<file path="config.mk">
export PLATFORM = sky130hd
export DESIGN_NAME = smi_stream_arbiter
export DESIGN_NICKNAME = d
export VERILOG_FILES = /design/src/rtl/smi_arb_pkg.sv /design/src/rtl/smi_watermark_hyst.sv /design/src/rtl/smi_stream_arbiter.sv
export SDC_FILE = /design/constraint.sdc
export NUM_CORES = 1
export LEC_CHECK = 0
export BUFFER_PORTS_ARGS = -buffer_cell sky130_fd_sc_hd__buf_2
export CAP_MARGIN = 30
export CORE_UTILIZATION = 60
export CTS_CLUSTER_SIZE = 20
export DETAILED_ROUTE_END_ITERATION = 7
export GPL_TIMING_DRIVEN = 0
export PLACE_DENSITY_LB_ADDON = 0.05
export SLEW_MARGIN = 10
export SYNTH_ARGS = -nofsm -noshare
export SYNTH_HDL_FRONTEND = slang
export SYNTH_SLANG_ARGS = --single-unit
export TNS_END_PERCENT = 10
</file>
<file path="constraint.sdc">
create_clock -name i_sys_clk -period 5.2 [get_ports i_sys_clk]
set_clock_uncertainty 0.05 [all_clocks]
set_input_delay 0.78 -clock i_sys_clk [delete_from_list [all_inputs] [get_ports i_sys_clk]]
set_output_delay 0.78 -clock i_sys_clk [all_outputs]
set_load 0.005 [all_outputs]
</file>
<file path="src/rtl/smi_arb_pkg.sv">
// ============================================================================
//  Module   : smi_arb_pkg
//  Purpose  : Shared definitions for the SMI stream arbiter: bus-ownership
//             state encoding and default watermark / quota / timing values.
//  Contents : arb_state_t  - 2-bit state code, also exported on o_state
//             c_DEF_*      - default parameter values for the arbiter
//  Revision : 1.0 - initial release
// ============================================================================
`default_nettype none

package smi_arb_pkg;

    // The numeric codes are visible to software through o_state, so the
    // encoding is fixed rather than left to the tool.
    typedef enum logic [1:0] {
        ST_IDLE       = 2'd0,
        ST_RX_BURST   = 2'd1,
        ST_TX_BURST   = 2'd2,
        ST_TURNAROUND = 2'd3
    } arb_state_t;

    localparam int c_DEF_FILL_W    = 11;
    localparam int c_DEF_TX_LOW_WM = 500;
    localparam int c_DEF_TX_HIGH_WM = 984;
    localparam int c_DEF_RX_QUOTA  = 256;
    localparam int c_DEF_TX_QUOTA  = 256;
    localparam int c_DEF_TA_CYCLES = 4;
    localparam int c_DEF_TIMEOUT   = 4096;

    // Larger of two integers; used to size the shared word counter.
    function automatic int max_int(input int a, input int b);
        return (a > b) ? a : b;
    endfunction

endpackage : smi_arb_pkg

`default_nettype wire

</file>
<file path="src/rtl/smi_watermark_hyst.sv">
// ============================================================================
//  Module   : smi_watermark_hyst
//  Purpose  : Registered hysteresis flag on a FIFO fill level. The flag sets
//             when the level drops below LOW, clears once it reaches HIGH and
//             holds in between. A disabled stream forces the flag low.
//  Ports    : i_clk    - clock
//             i_rst    - synchronous active-high reset (flag -> 0)
//             i_level  - fill level, W bits
//             i_enable - stream enable; 0 forces o_need low
//             o_need   - registered hysteresis flag
//  Revision : 1.0 - initial release
// ============================================================================
`default_nettype none

module smi_watermark_hyst #(
    parameter int W    = 11,
    parameter int LOW  = 500,
    parameter int HIGH = 984
) (
    input  logic         i_clk,
    input  logic         i_rst,
    input  logic [W-1:0] i_level,
    input  logic         i_enable,
    output logic         o_need
);

    localparam logic [W-1:0] c_LOW  = W'(LOW);
    localparam logic [W-1:0] c_HIGH = W'(HIGH);

    logic r_need;

    always_ff @(posedge i_clk) begin
        if (i_rst) begin
            r_need <= 1'b0;
        end else if (!i_enable) begin
            r_need <= 1'b0;
        end else if (i_level < c_LOW) begin
            r_need <= 1'b1;
        end else if (i_level >= c_HIGH) begin
            r_need <= 1'b0;
        end
    end

    assign o_need = r_need;

endmodule : smi_watermark_hyst

`default_nettype wire

</file>
<file path="src/rtl/smi_stream_arbiter.sv">
// ============================================================================
//  Module   : smi_stream_arbiter
//  Purpose  : Time-shares the 8-bit SMI bus between the RX stream (FPGA to
//             host) and the TX stream (host to FPGA). Chooses the bus owner,
//             raises the host DMA request, and enforces burst quotas, a
//             word watchdog, TX watermark hysteresis and bus turnaround.
//  Ports    : i_sys_clk        - system clock
//             i_reset          - synchronous active-high reset
//             i_rx_enable      - RX streaming enabled
//             i_tx_enable      - TX streaming enabled
//             i_rx_fifo_empty  - framed RX FIFO empty
//             i_rx_word_pulled - one pulse per RX word pulled
//             i_tx_fill_level  - TX FIFO fill level
//             i_tx_word_pushed - one pulse per TX word pushed
//             i_smi_idle       - no SMI strobe active this cycle
//             o_smi_read_req   - host read request (RX burst)
//             o_smi_write_req  - host write request (TX burst)
//             o_drive_bus      - FPGA may drive the SMI data lines
//             o_state          - current state code
//             o_timeout        - one-cycle pulse on watchdog burst abort
//  Revision : 1.0 - initial release
// ============================================================================
`default_nettype none

module smi_stream_arbiter
    import smi_arb_pkg::*;
#(
    parameter int FILL_W     = c_DEF_FILL_W,
    parameter int TX_LOW_WM  = c_DEF_TX_LOW_WM,
    parameter int TX_HIGH_WM = c_DEF_TX_HIGH_WM,
    parameter int RX_QUOTA   = c_DEF_RX_QUOTA,
    parameter int TX_QUOTA   = c_DEF_TX_QUOTA,
    parameter int TA_CYCLES  = c_DEF_TA_CYCLES,
    parameter int TIMEOUT    = c_DEF_TIMEOUT
) (
    input  logic              i_sys_clk,
    input  logic              i_reset,
    input  logic              i_rx_enable,
    input  logic              i_tx_enable,
    input  logic              i_rx_fifo_empty,
    input  logic              i_rx_word_pulled,
    input  logic [FILL_W-1:0] i_tx_fill_level,
    input  logic              i_tx_word_pushed,
    input  logic              i_smi_idle,
    output logic              o_smi_read_req,
    output logic              o_smi_write_req,
    output logic              o_drive_bus,
    output logic [1:0]        o_state,
    output logic              o_timeout
);

    // ------------------------------------------------------------------
    // Counter sizing
    // ------------------------------------------------------------------
    localparam int c_WC_W = $clog2(max_int(RX_QUOTA, TX_QUOTA) + 1);
    localparam int c_WD_W = $clog2(TIMEOUT + 1);
    localparam int c_TA_W = $clog2(TA_CYCLES + 1);

    localparam logic [c_WC_W-1:0] c_RX_Q    = c_WC_W'(RX_QUOTA);
    localparam logic [c_WC_W-1:0] c_TX_Q    = c_WC_W'(TX_QUOTA);
    localparam logic [c_WD_W-1:0] c_TO      = c_WD_W'(TIMEOUT);
    localparam logic [c_TA_W-1:0] c_TA      = c_TA_W'(TA_CYCLES);
    localparam logic [c_TA_W-1:0] c_TA_LAST = c_TA_W'(TA_CYCLES - 1);

    // ------------------------------------------------------------------
    // TX need flag (registered hysteresis)
    // ------------------------------------------------------------------
    logic w_tx_need;

    smi_watermark_hyst #(
        .W    (FILL_W),
        .LOW  (TX_LOW_WM),
        .HIGH (TX_HIGH_WM)
    ) u_tx_hyst (
        .i_clk    (i_sys_clk),
        .i_rst    (i_reset),
        .i_level  (i_tx_fill_level),
        .i_enable (i_tx_enable),
        .o_need   (w_tx_need)
    );

    // ------------------------------------------------------------------
    // State and counters
    // ------------------------------------------------------------------
    arb_state_t        r_state;
    logic              r_last_tx;
    logic [c_WC_W-1:0] r_word_cnt;
    logic [c_WD_W-1:0] r_wd_cnt;
    logic [c_TA_W-1:0] r_ta_cnt;
    logic              r_read_req;
    logic              r_write_req;
    logic              r_drive_bus;
    logic              r_timeout;

    arb_state_t w_state_nxt;
    logic       w_rx_ready;
    logic       w_in_burst;
    logic       w_word_pulse;
    logic       w_quota_hit;
    logic       w_wd_hit;
    logic       w_ta_done;
    logic       w_grant;

    always_comb begin
        w_rx_ready   = i_rx_enable & ~i_rx_fifo_empty;
        w_in_burst   = (r_state == ST_RX_BURST) || (r_state == ST_TX_BURST);
        // Only the pulse belonging to the active direction counts; pulses
        // outside a burst are ignored.
        w_word_pulse = ((r_state == ST_RX_BURST) & i_rx_word_pulled) |
                       ((r_state == ST_TX_BURST) & i_tx_word_pushed);
        w_quota_hit  = (r_state == ST_RX_BURST) ? (r_word_cnt == c_RX_Q)
                                                : (r_word_cnt == c_TX_Q);
        w_wd_hit     = (r_wd_cnt == c_TO);
        // Leave turnaround on the idle cycle that completes the required run.
        w_ta_done    = i_smi_idle && (r_ta_cnt == c_TA_LAST);

        w_state_nxt = r_state;
        case (r_state)
            ST_IDLE: begin
                if (w_rx_ready && w_tx_need) begin
                    // Tie-break: serve the direction not served last.
                    w_state_nxt = r_last_tx ? ST_RX_BURST : ST_TX_BURST;
                end else if (w_rx_ready) begin
                    w_state_nxt = ST_RX_BURST;
                end else if (w_tx_need) begin
                    w_state_nxt = ST_TX_BURST;
                end
            end
            ST_RX_BURST: begin
                // The drain/disable exit waits for an idle bus so a strobe
                // in flight is never cut short.
                if (w_quota_hit || w_wd_hit ||
                    ((i_rx_fifo_empty || !i_rx_enable) && i_smi_idle)) begin
                    w_state_nxt = ST_TURNAROUND;
                end
            end
            ST_TX_BURST: begin
                if (w_quota_hit || w_wd_hit || (!w_tx_need && i_smi_idle)) begin
                    w_state_nxt = ST_TURNAROUND;
                end
            end
            ST_TURNAROUND: begin
                if (w_ta_done) begin
                    w_state_nxt = ST_IDLE;
                end
            end
            default: w_state_nxt = ST_IDLE;
        endcase

        w_grant = (r_state == ST_IDLE) && (w_state_nxt != ST_IDLE);
    end

    always_ff @(posedge i_sys_clk) begin
        if (i_reset) begin
            r_state     <= ST_IDLE;
            r_last_tx   <= 1'b1;
            r_word_cnt  <= '0;
            r_wd_cnt    <= '0;
            r_ta_cnt    <= '0;
            r_read_req  <= 1'b0;
            r_write_req <= 1'b0;
            r_drive_bus <= 1'b0;
            r_timeout   <= 1'b0;
        end else begin
            r_state <= w_state_nxt;

            // Outputs are registered copies of the decode of the new state,
            // so they always agree with o_state in the same cycle.
            r_read_req  <= (w_state_nxt == ST_RX_BURST);
            r_write_req <= (w_state_nxt == ST_TX_BURST);
            r_drive_bus <= (w_state_nxt == ST_RX_BURST);
            r_timeout   <= w_in_burst && w_wd_hit;

            // Word counter: cleared on grant, saturates at the quota.
            if (w_grant) begin
                r_word_cnt <= '0;
            end else if (w_word_pulse && !w_quota_hit) begin
                r_word_cnt <= r_word_cnt + 1'b1;
            end

            // Watchdog: restarts on every word, saturates at TIMEOUT.
            if (w_grant || !w_in_burst || w_word_pulse) begin
                r_wd_cnt <= '0;
            end else if (!w_wd_hit) begin
                r_wd_cnt <= r_wd_cnt + 1'b1;
            end

            // Turnaround counter: consecutive idle cycles, reset by activity.
            if (r_state != ST_TURNAROUND || !i_smi_idle) begin
                r_ta_cnt <= '0;
            end else if (r_ta_cnt != c_TA) begin
                r_ta_cnt <= r_ta_cnt + 1'b1;
            end

            if (w_in_burst && (w_state_nxt == ST_TURNAROUND)) begin
                r_last_tx <= (r_state == ST_TX_BURST);
            end
        end
    end

    assign o_smi_read_req  = r_read_req;
    assign o_smi_write_req = r_write_req;
    assign o_drive_bus     = r_drive_bus;
    assign o_state         = r_state;
    assign o_timeout       = r_timeout;

endmodule : smi_stream_arbiter

`default_nettype wire

</file>
==> results of run 1 <==
## worst max-delay path, stage by stage (launching register included)
cell,delay [ns]
dfxtp_1,0.42
inv_1,0.07
ha_1,0.19
and4bb_1,0.24
a221oi_1,0.25
a21boi_1,0.12
o21ai_1,0.26
nor2_1,0.07
a311o_1,0.35
## metrics by stage
| stage | instances | total power [mW] | cell area (sq um) |
|---|---|---|---|
| floorplan | 186 | 0.441 | 1630 |
| global placement | 238 | 0.495 | 1770 |
| detailed placement | 238 | 0.503 | 1770 |
| CTS | 245 | 0.629 | 1820 |
| global route | 245 | 0.675 | 1820 |
| finish | 245 | 0.629 | 1820 |
## registers in the layout, summed over array words and instances, names as in the netlist
signal / count
o_state: 2
r_last_tx: 1
o_drive_bus: 1
o_timeout: 1
o_smi_write_req: 1
r_word_cnt: 9
r_wd_cnt: 13
u_tx_hyst.o_need: 1
r_ta_cnt: 3
## layout by cell type (no fill, tap or decap), types with 3 or more instances in the layout
cell      netlist  final
nand2_1        16     16
and3_1          3      3
buf_2           0     22
ha_1           11     11
dfxtp_1        32     32
or3_1           3      3
o21ai_1         4      4
clkbuf_4        0      5
xnor2_1         4      4
nand3_1        10     10
nand3b_1        3      3
xor2_1         13     13
o21ai_0         3      3
a21oi_1        11     11
nor2_1         29     29
inv_1          11     11
clkbuf_1        2      3
## worst paths after layout
kind	to	slack (ns)	cells past startpoint
worst max-delay path	r_last_tx	3.09	8
worst min-delay path	r_ta_cnt[1]	0.44	2
worst max register to register	r_last_tx	3.09	8
worst min register to register	r_ta_cnt[1]	0.44	2
## power by group through the flow
stage	Sequential, mW	Combinational [mW]	Clock (mW)
floorplan	0.293	0.148	0
global placement	0.295	0.201	0
detailed placement	0.296	0.206	0
CTS	0.291	0.208	0.131
global route	0.295	0.236	0.144
finish	0.292	0.209	0.128
## routing by layer
layer,up-vias,routed length (microns),GRT usage (%)
met5,-,0,0
met4,0,0,5.56
met3,0,165,9.04
met2,39,1530,41.6
met1,641,1380,26.4
li1,696,-,-
## cell type report
class | count | area, sq um | share of cell area [%]
inverters | 11 | 41.3 | 2.27
well taps | 30 | 37.5 | 2.06
flip-flops and latches | 32 | 641 | 35.2
clock buffers | 6 | 41.3 | 2.27
multi-input cells | 140 | 930 | 51.1
repair buffers | 22 | 110 | 6.05
plain buffers | 3 | 15.0 | 0.825
clock inverters | 1 | 5.00 | 0.275
## cell families after synthesis
family | synth area share, %
and+or+nand+nor | 26.2
AOI/OAI and AO/OA | 13.3
DFF | 39.4
xor gates and xnor gates | 9.15
buffers and inverters | 3.46
adders and majority gates | 8.46
==> flow_summary.json, run 1 <==
{
  "fin_crit_ns": 2.11,
  "rr_startpoint": "r_word_cnt[0]",
  "post_cts_resized": 0,
  "grt_setup_unrepaired": "false",
  "cts_buffers": 5,
  "hold_path.class": "register to register",
  "netlist.area_leader.share_pct": 39.4,
  "seqPwrFrac_pct": 46.3,
  "swShare_pct": 35.6,
  "tns_ns": 0,
  "wire_per_inst_microns": 12.5,
  "grt-ovfl-total": 0,
  "port_buffers": 22,
  "drtIter0Drc": 27,
  "worstSkewPairLatency_ns": 0.31,
  "avgViaCountPerCell": 5.62,
  "yosys.area.top_type": "dfxtp_1",
  "cts_sinks": 32,
  "n_antenna_cell": 0,
  "grt_pass1_vias": 1197,
  "crit_required_ns": 5.36,
  "gp_congestion": 0.821,
  "synth.avg_cell_area_sq_um": 8.74,
  "synth_common_cells": "32 x dfxtp_1, 29 x nor2_1, 16 x nand2_1",
  "ys_ff_latch": 32,
  "outcome": "finished, final reports clean",
  "crit_path_start": "r_word_cnt[0]",
  "synth_edf_count": 0,
  "fin_ws_ns": 3.09,
  "post-route-period-util_pct": 40.6,
  "die_y_microns": 54.1,
  "power_density_nw_per_um2": 346,
  "fillCellCount": 202,
  "hold_start": "r_ta_cnt[1]",
  "relSlewSlack_pct": 72.1,
  "max_freq_mhz": 473,
  "yosys_most_used_dff": "dfxtp_1",
  "cts_max_path_buffers": 2,
  "leakagePower_nw": 0.715,
  "clk_pin_slew_worst_paths_ns": 0.09,
  "cts.htree.levels": 2,
  "clockRootBuffer": "clkbuf_4",
  "worstMarginPinSlew_ns": 0.418,
  "power_frac_clock_pct": 20.4,
  "dp_hpwl_microns": 2310,
  "syn_nets": 216,
  "rows": 18,
  "place_ws_ns": 3.02,
  "start_util_pct": 64.5,
  "vias": 1376,
  "final_nets": 245,
  "core_area_sq_um": 2520,
  "die_x_microns": 54.1,
  "ctsHoldBuffers": 0,
  "setup_violations": 0,
  "hold_viol": 0,
  "synth_area_leaders": "dfxtp_1 39%, ha_1 8.5%, xor2_1 7.0%, nor2_1 6.7%, nand2_1 3.7%",
  "internal_power_mw": 0.405,
  "critical_path_class": "register to register",
  "syn_to_final_growth_pct": 11.9,
  "start_kind": "register",
  "power_frac_comb_pct": 33.3,
  "maxCapViolations": 0,
  "grt_start_max_net_pins": 11,
  "grt_pass1_wl_microns": 4860,
  "fin_hold_ws_ns": 0.442,
  "ys_warn_count": 0,
  "antenna_found_initial": 0,
  "utilization_pct": 72.2,
  "drive_gt1_share_pct": 16.3,
  "yosysMostFrequentCell": "dfxtp_1",
  "synthArstFlopShare_pct": 0,
  "ys_seq_area_share_pct": 39.4,
  "slew_violations": 0,
  "grtUsageTotal_pct": 23.5,
  "end_kind": "register",
  "die-area_sq_um": 2920,
  "p_sw_mw": 0.224,
  "first_pass_iters": 4,
  "ir_worst_vdd_v": 0.000346,
  "synth_area_sq_um": 1630,
  "post-cts-setup-buffers": 0,
  "syn_inst": 186,
  "io_pins": 25,
  "critPathMaxFanout": 4,
  "ant_nets": 0,
  "finalWirelength_microns": 3070,
  "cts_tree": "done",
  "cp.arrival_ns": 2.27,
  "drc": 0,
  "synth.distinct_cells": 38
}
Power figures use the tool's default switching activity.
==> inputs of run 2 (changes only) <==
--- a/config.mk
+++ b/config.mk
@@ -7,7 +7,7 @@
 export LEC_CHECK = 0
 export BUFFER_PORTS_ARGS = -buffer_cell sky130_fd_sc_hd__buf_2
 export CAP_MARGIN = 30
-export CORE_UTILIZATION = 60
+export CORE_UTILIZATION = 55
 export CTS_CLUSTER_SIZE = 20
 export DETAILED_ROUTE_END_ITERATION = 7
 export GPL_TIMING_DRIVEN = 0
==> constraint.sdc (replaced) <==
create_clock -name i_sys_clk -period 2 [get_ports i_sys_clk]
set_clock_uncertainty 0.05 [all_clocks]
set_input_delay 0.3 -clock i_sys_clk [delete_from_list [all_inputs] [get_ports i_sys_clk]]
set_output_delay 0.3 -clock i_sys_clk [all_outputs]
set_load 0.005 [all_outputs]
==> run 2 against run 1 <==
  * Core utilization decreased by 1.5 points
  * Routed wire length increased by 9.4%
  * Combinational power increased to 3.3 times the previous value
  * Critical endpoint unchanged
==> flow_summary.json, run 2 (synthesized netlist as in run 1, its figures left out) <==
{
  "die_y_microns": 56.4,
  "max_freq_mhz": 515,
  "io_pins": 25,
  "seqPwrFrac_pct": 41.7,
  "hold_viol": 0,
  "ctsHoldBuffers": 0,
  "core_area_sq_um": 2780,
  "swShare_pct": 35.7,
  "worstMarginPinSlew_ns": 0.386,
  "rrSetupSlack_ns": 0.06,
  "syn_to_final_growth_pct": 20.8,
  "power_frac_comb_pct": 37.1,
  "ant_nets": 0,
  "grt_pass1_vias": 1287,
  "setup_violations": 0,
  "path_buf_inv": 0,
  "start_util_pct": 58.5,
  "final_nets": 253,
  "final_cell_mix": "29 x nor2_1, 26 x dfxtp_1, 22 x buf_2",
  "dpl-instance-area_sq_um": 1780,
  "antenna_found_initial": 0,
  "cts.htree.levels": 2,
  "start_kind": "register",
  "cts_max_path_buffers": 2,
  "tns_ns": 0,
  "relSlewSlack_pct": 74.1,
  "final_area_sq_um": 1960,
  "top_regs": "r_wd_cnt (13), r_word_cnt (9), r_ta_cnt (3)",
  "critPathMaxFanout": 5,
  "drive_gt1_share_pct": 29.5,
  "internal_power_mw": 1.19,
  "worstPathCellList": "nor4_2 -> nand3_4 -> a21boi_2 -> o21ai_2 -> o31a_1 -> a311o_1",
  "drc": 0,
  "leakagePower_nw": 0.764,
  "clk_pin_slew_worst_paths_ns": 0.10,
  "layout_commonest_cell": "nor2_1",
  "place_ws_ns": -0.0846,
  "first_pass_iters": 4,
  "slew_violations": 0,
  "holdPathStages": 2,
  "p_total_mw": 1.84,
  "finalWirelength_microns": 3360,
  "avgViaCountPerCell": 5.53,
  "cts_buffers": 5,
  "die_x_microns": 56.4,
  "outcome": "finished, final reports clean",
  "ir_worst_vdd_v": 0.000737,
  "die-area_sq_um": 3180,
  "cp_top_family": "compound AO/OA/AOI/OAI gates",
  "cts_sinks": 32,
  "end_kind": "register",
  "grtUsageTotal_pct": 21.7,
  "post-route-period-util_pct": 97.2,
  "hold_path.class": "primary input to register",
  "largest_reg_flops": 13,
  "clockRootBuffer": "clkbuf_4",
  "critical_path_class": "register to register",
  "worst-path-stages": 6,
  "vias": 1409,
  "gp_congestion": 0.904,
  "power_frac_clock_pct": 21.2,
  "crit_slowest_cell": "nor4_2",
  "reg2regPathDepth": 6,
  "fin_ws_ns": 0.0565,
  "grt_pass1_wl_microns": 5340,
  "worstSkewPairLatency_ns": 0.33,
  "grt_start_max_net_pins": 11,
  "fin_crit_ns": 1.94,
  "grt-ovfl-total": 0,
  "rows": 19,
  "p_sw_mw": 0.658,
  "cp.arrival_ns": 2.12,
  "port_buffers": 22,
  "grt_setup_unrepaired": "true",
  "drtIter0Drc": 37,
  "cts_tree": "done",
  "slowest_delay_ns": 0.42,
  "wire_per_inst_microns": 13.2,
  "dp_hpwl_microns": 2330,
  "top_register": "r_wd_cnt",
  "maxCapViolations": 0,
  "crit_required_ns": 2.18,
  "power_density_nw_per_um2": 939,
  "n_antenna_cell": 0
}
[run 2: changes by cell type in the layout (fill, tap and decap cells not counted), sizes merged]
cell	before	now
clkbuf	8	10
clkinv	1	0
buf	23	31
[run 2: power by group through the flow]
stage | Clock (mW) | Sequential (mW) | Combinational [mW]
detailed placement | 0 | 0.768 | 0.548
global route | 0.425 | 0.776 | 0.754
floorplan | 0 | 0.762 | 0.386
global placement | 0 | 0.765 | 0.530
CTS | 0.397 | 0.755 | 0.583
finish | 0.392 | 0.769 | 0.683
[run 2: per-layer routing]
metal	GRT usage, %	vias up	routed length, microns
met1	25.7	643	1500
met4	9.41	0	99
met2	34.9	36	1600
met5	0	-	0
li1	-	717	-
met3	8.29	13	163
[run 2: metrics by stage]
stage | utilization [%] | hold WS [ns] | std cells
2_1_floorplan | - | 0.327 | 186
3_3_place_gp | 63.8 | 0.421 | 239
3_5_place_dp | 63.8 | 0.443 | 239
4_1_cts | 66.4 | 0.107 | 248
5_1_grt | 70.6 | 0.101 | 255
6_report | 70.6 | 0.110 | 255
[run 2: layout make-up]
class	instances	area, sq um
plain buffers	3	16.3
clock buffers	8	58.8
fillers	221	817
inverters	11	41.3
multi-input cells	140	988
flip-flops and latches	32	651
well taps	31	38.8
repair buffers	30	170
[run 2: final timing paths]
path	to	startpoint
max reg2reg	r_last_tx	r_wd_cnt[3]
max	r_last_tx	r_wd_cnt[3]
min	u_tx_hyst.o_need	i_tx_fill_level[9]
min reg2reg	r_ta_cnt[1]	r_ta_cnt[1]
[run 2: worst register-to-register path: cells and delay by family (launching register included)]
kind	cells	cell delay [ns]
compound gates	4	0.83
simple gates	2	0.58
flops	1	0.38
[run 2: timing repair]
item	in CTS	in global routing
resized for setup	2	24
pin swaps	1	9
setup buffers	1	7
setup endpoints to repair	1	15
==> inputs of run 3 (changes only) <==
--- a/config.mk
+++ b/config.mk
@@ -11,6 +11,7 @@
 export CTS_CLUSTER_SIZE = 20
 export DETAILED_ROUTE_END_ITERATION = 7
 export GPL_TIMING_DRIVEN = 0
+export HOLD_SLACK_MARGIN = 0.12
 export PLACE_DENSITY_LB_ADDON = 0.05
 export SLEW_MARGIN = 10
 export SYNTH_ARGS = -nofsm -noshare
==> run 3 against run 2 <==
  * Maximum frequency about the same
  * Clock power about the same
  * Final area up 0.51%
  * Hold slack better by 0.029 ns
  * Largest cell class unchanged
  * Highest routed layer unchanged
==> flow_summary.json, run 3 (synthesized netlist as in run 1, its figures left out) <==
{
  "die-area_sq_um": 3180,
  "timing.rr.end": "r_last_tx",
  "grt_start_max_net_pins": 11,
  "syn_to_final_growth_pct": 21.4,
  "relSlewSlack_pct": 74.1,
  "io_pins": 25,
  "final_cell_mix": "29 x nor2_1, 26 x dfxtp_1, 22 x buf_2",
  "hold_path.class": "primary input to register",
  "grt-ovfl-total": 0,
  "worstSkewPairLatency_ns": 0.33,
  "antenna_found_initial": 0,
  "slowest_delay_ns": 0.42,
  "dp_hpwl_microns": 2330,
  "wl_met3_microns": 171,
  "top_regs": "r_wd_cnt (13), r_word_cnt (9), r_ta_cnt (3)",
  "cts_sinks": 32,
  "hold_start": "i_tx_enable",
  "worstMarginPinSlew_ns": 0.385,
  "rows": 19,
  "die_x_microns": 56.4,
  "reg2regPathDepth": 6,
  "fin_ws_ns": 0.0569,
  "ant_nets": 0,
  "final_nets": 254,
  "cts_tree": "done",
  "ir_worst_vdd_v": 0.000737,
  "drc": 0,
  "start_kind": "register",
  "power_density_nw_per_um2": 935,
  "leakagePower_nw": 0.768,
  "holdPathStages": 3,
  "first_pass_iters": 4,
  "hold_end": "u_tx_hyst.o_need",
  "met1_length_microns": 1490,
  "grtUsageTotal_pct": 21.7,
  "finalWirelength_microns": 3370,
  "layout_commonest_cell": "nor2_1",
  "top_register": "r_wd_cnt",
  "port_buffers": 22,
  "drive_gt1_share_pct": 29.3,
  "outcome": "finished, final reports clean",
  "post-route-period-util_pct": 97.2,
  "cp_top_family": "compound AO/OA/AOI/OAI gates",
  "fin_cells": 256,
  "grt_pass1_vias": 1293,
  "end_kind": "register",
  "critPathMaxFanout": 5,
  "slew_violations": 0,
  "rrSetupSlack_ns": 0.06,
  "clockRootBuffer": "clkbuf_4",
  "crit_slowest_cell": "nor4_2",
  "largest_reg_flops": 13,
  "worstPathCellList": "nor4_2 -> nand3_4 -> a21boi_2 -> o21ai_2 -> o31a_1 -> a311o_1",
  "path_buf_inv": 0,
  "place_ws_ns": -0.0846,
  "maxCapViolations": 0,
  "setup_violations": 0,
  "clk_pin_slew_worst_paths_ns": 0.10,
  "cp.arrival_ns": 2.12,
  "fin_hold_ws_ns": 0.139,
  "max_freq_mhz": 515,
  "critical_path_class": "register to register",
  "vias": 1423,
  "crit_required_ns": 2.18,
  "cts_max_path_buffers": 2,
  "wire_per_inst_microns": 13.2,
  "dp.cells": 239,
  "core_area_sq_um": 2780,
  "fin_crit_ns": 1.94,
  "gp_congestion": 0.904,
  "start_util_pct": 58.5,
  "n_antenna_cell": 0,
  "wl_met2_microns": 1610,
  "grt_pass1_wl_microns": 5350,
  "drtIter0Drc": 37,
  "cts_buffers": 5,
  "cts.htree.levels": 2,
  "grt_setup_unrepaired": "true",
  "avgViaCountPerCell": 5.56,
  "dr.max_layer_used": "met4",
  "rr_startpoint": "r_wd_cnt[3]",
  "die_y_microns": 56.4,
  "hold_viol": 0
}
==> run 3: worst max path at each step <==
| stage | from | endpoint | slack [ns] | cells after the start |
|---|---|---|---|---|
| 2_1_floorplan | r_word_cnt[0] | r_last_tx | 0.12 | 8 |
| 3_3_place_gp | r_word_cnt[0] | r_last_tx | -0.02 | 8 |
| 3_5_place_dp | r_word_cnt[0] | r_last_tx | -0.08 | 8 |
| 4_1_cts | r_wd_cnt[0] | r_last_tx | 0.008 | 8 |
| 5_1_grt | r_wd_cnt[3] | r_last_tx | -0.03 | 6 |
| 6_report | r_wd_cnt[3] | r_last_tx | 0.06 | 6 |
==> run 3: area by class of cell <==
type                            count  area [sq um]
Buffer                              3          16.3
Inverter                           11          41.3
Tap cell                           31          38.8
Timing Repair Buffer               31           180
Sequential cell                    32           651
Multi-Input combinational cell    140           988
Clock buffer                        8          58.8
Fill cell                         220           807
==> run 3: worst register-to-register path: cells and delay by family, from the launching register on <==
kind,cells,cell delay [ns]
AO/OA/AOI/OAI,4,0.83
AND/OR/NAND/NOR,2,0.58
flip-flops,1,0.38
==> run 3: routing by layer <==
| layer | GRT usage [%] | vias up |
|---|---|---|
| met1 | 25.7 | 653 |
| met2 | 35.0 | 38 |
| met4 | 9.41 | 0 |
| li1 | - | 719 |
| met3 | 8.29 | 13 |
| met5 | 0 | - |
==> run 3: metrics by stage <==
stage	cell area (sq um)	setup TNS, ns	util (%)	power [mW]
4_1_cts	1860	0	66.8	1.74
2_1_floorplan	1630	0	-	1.15
3_3_place_gp	1780	-0.0174	63.8	1.29
6_report	1970	0	71.0	1.85
3_5_place_dp	1780	-0.0846	63.8	1.32
5_1_grt	1970	-0.0271	71.0	1.96
==> run 3: timing repair <==
item | CTS | global route
hold buffers | 1 | 0
setup endpoints to repair | 1 | 15
buffers inserted | 1 | 7
endpoints found under the hold margin | 1 | 0
pin swaps | 1 | 9
gates resized for setup | 2 | 24
==> run 3: power by group <==
group	switching [mW]	total, mW	internal [mW]	leakage [nW]
Combinational	0.373	0.685	0.313	0.474
Sequential	0.0675	0.769	0.701	0.262
Clock	0.219	0.392	0.173	0.0326
Total	0.659	1.85	1.19	0.768
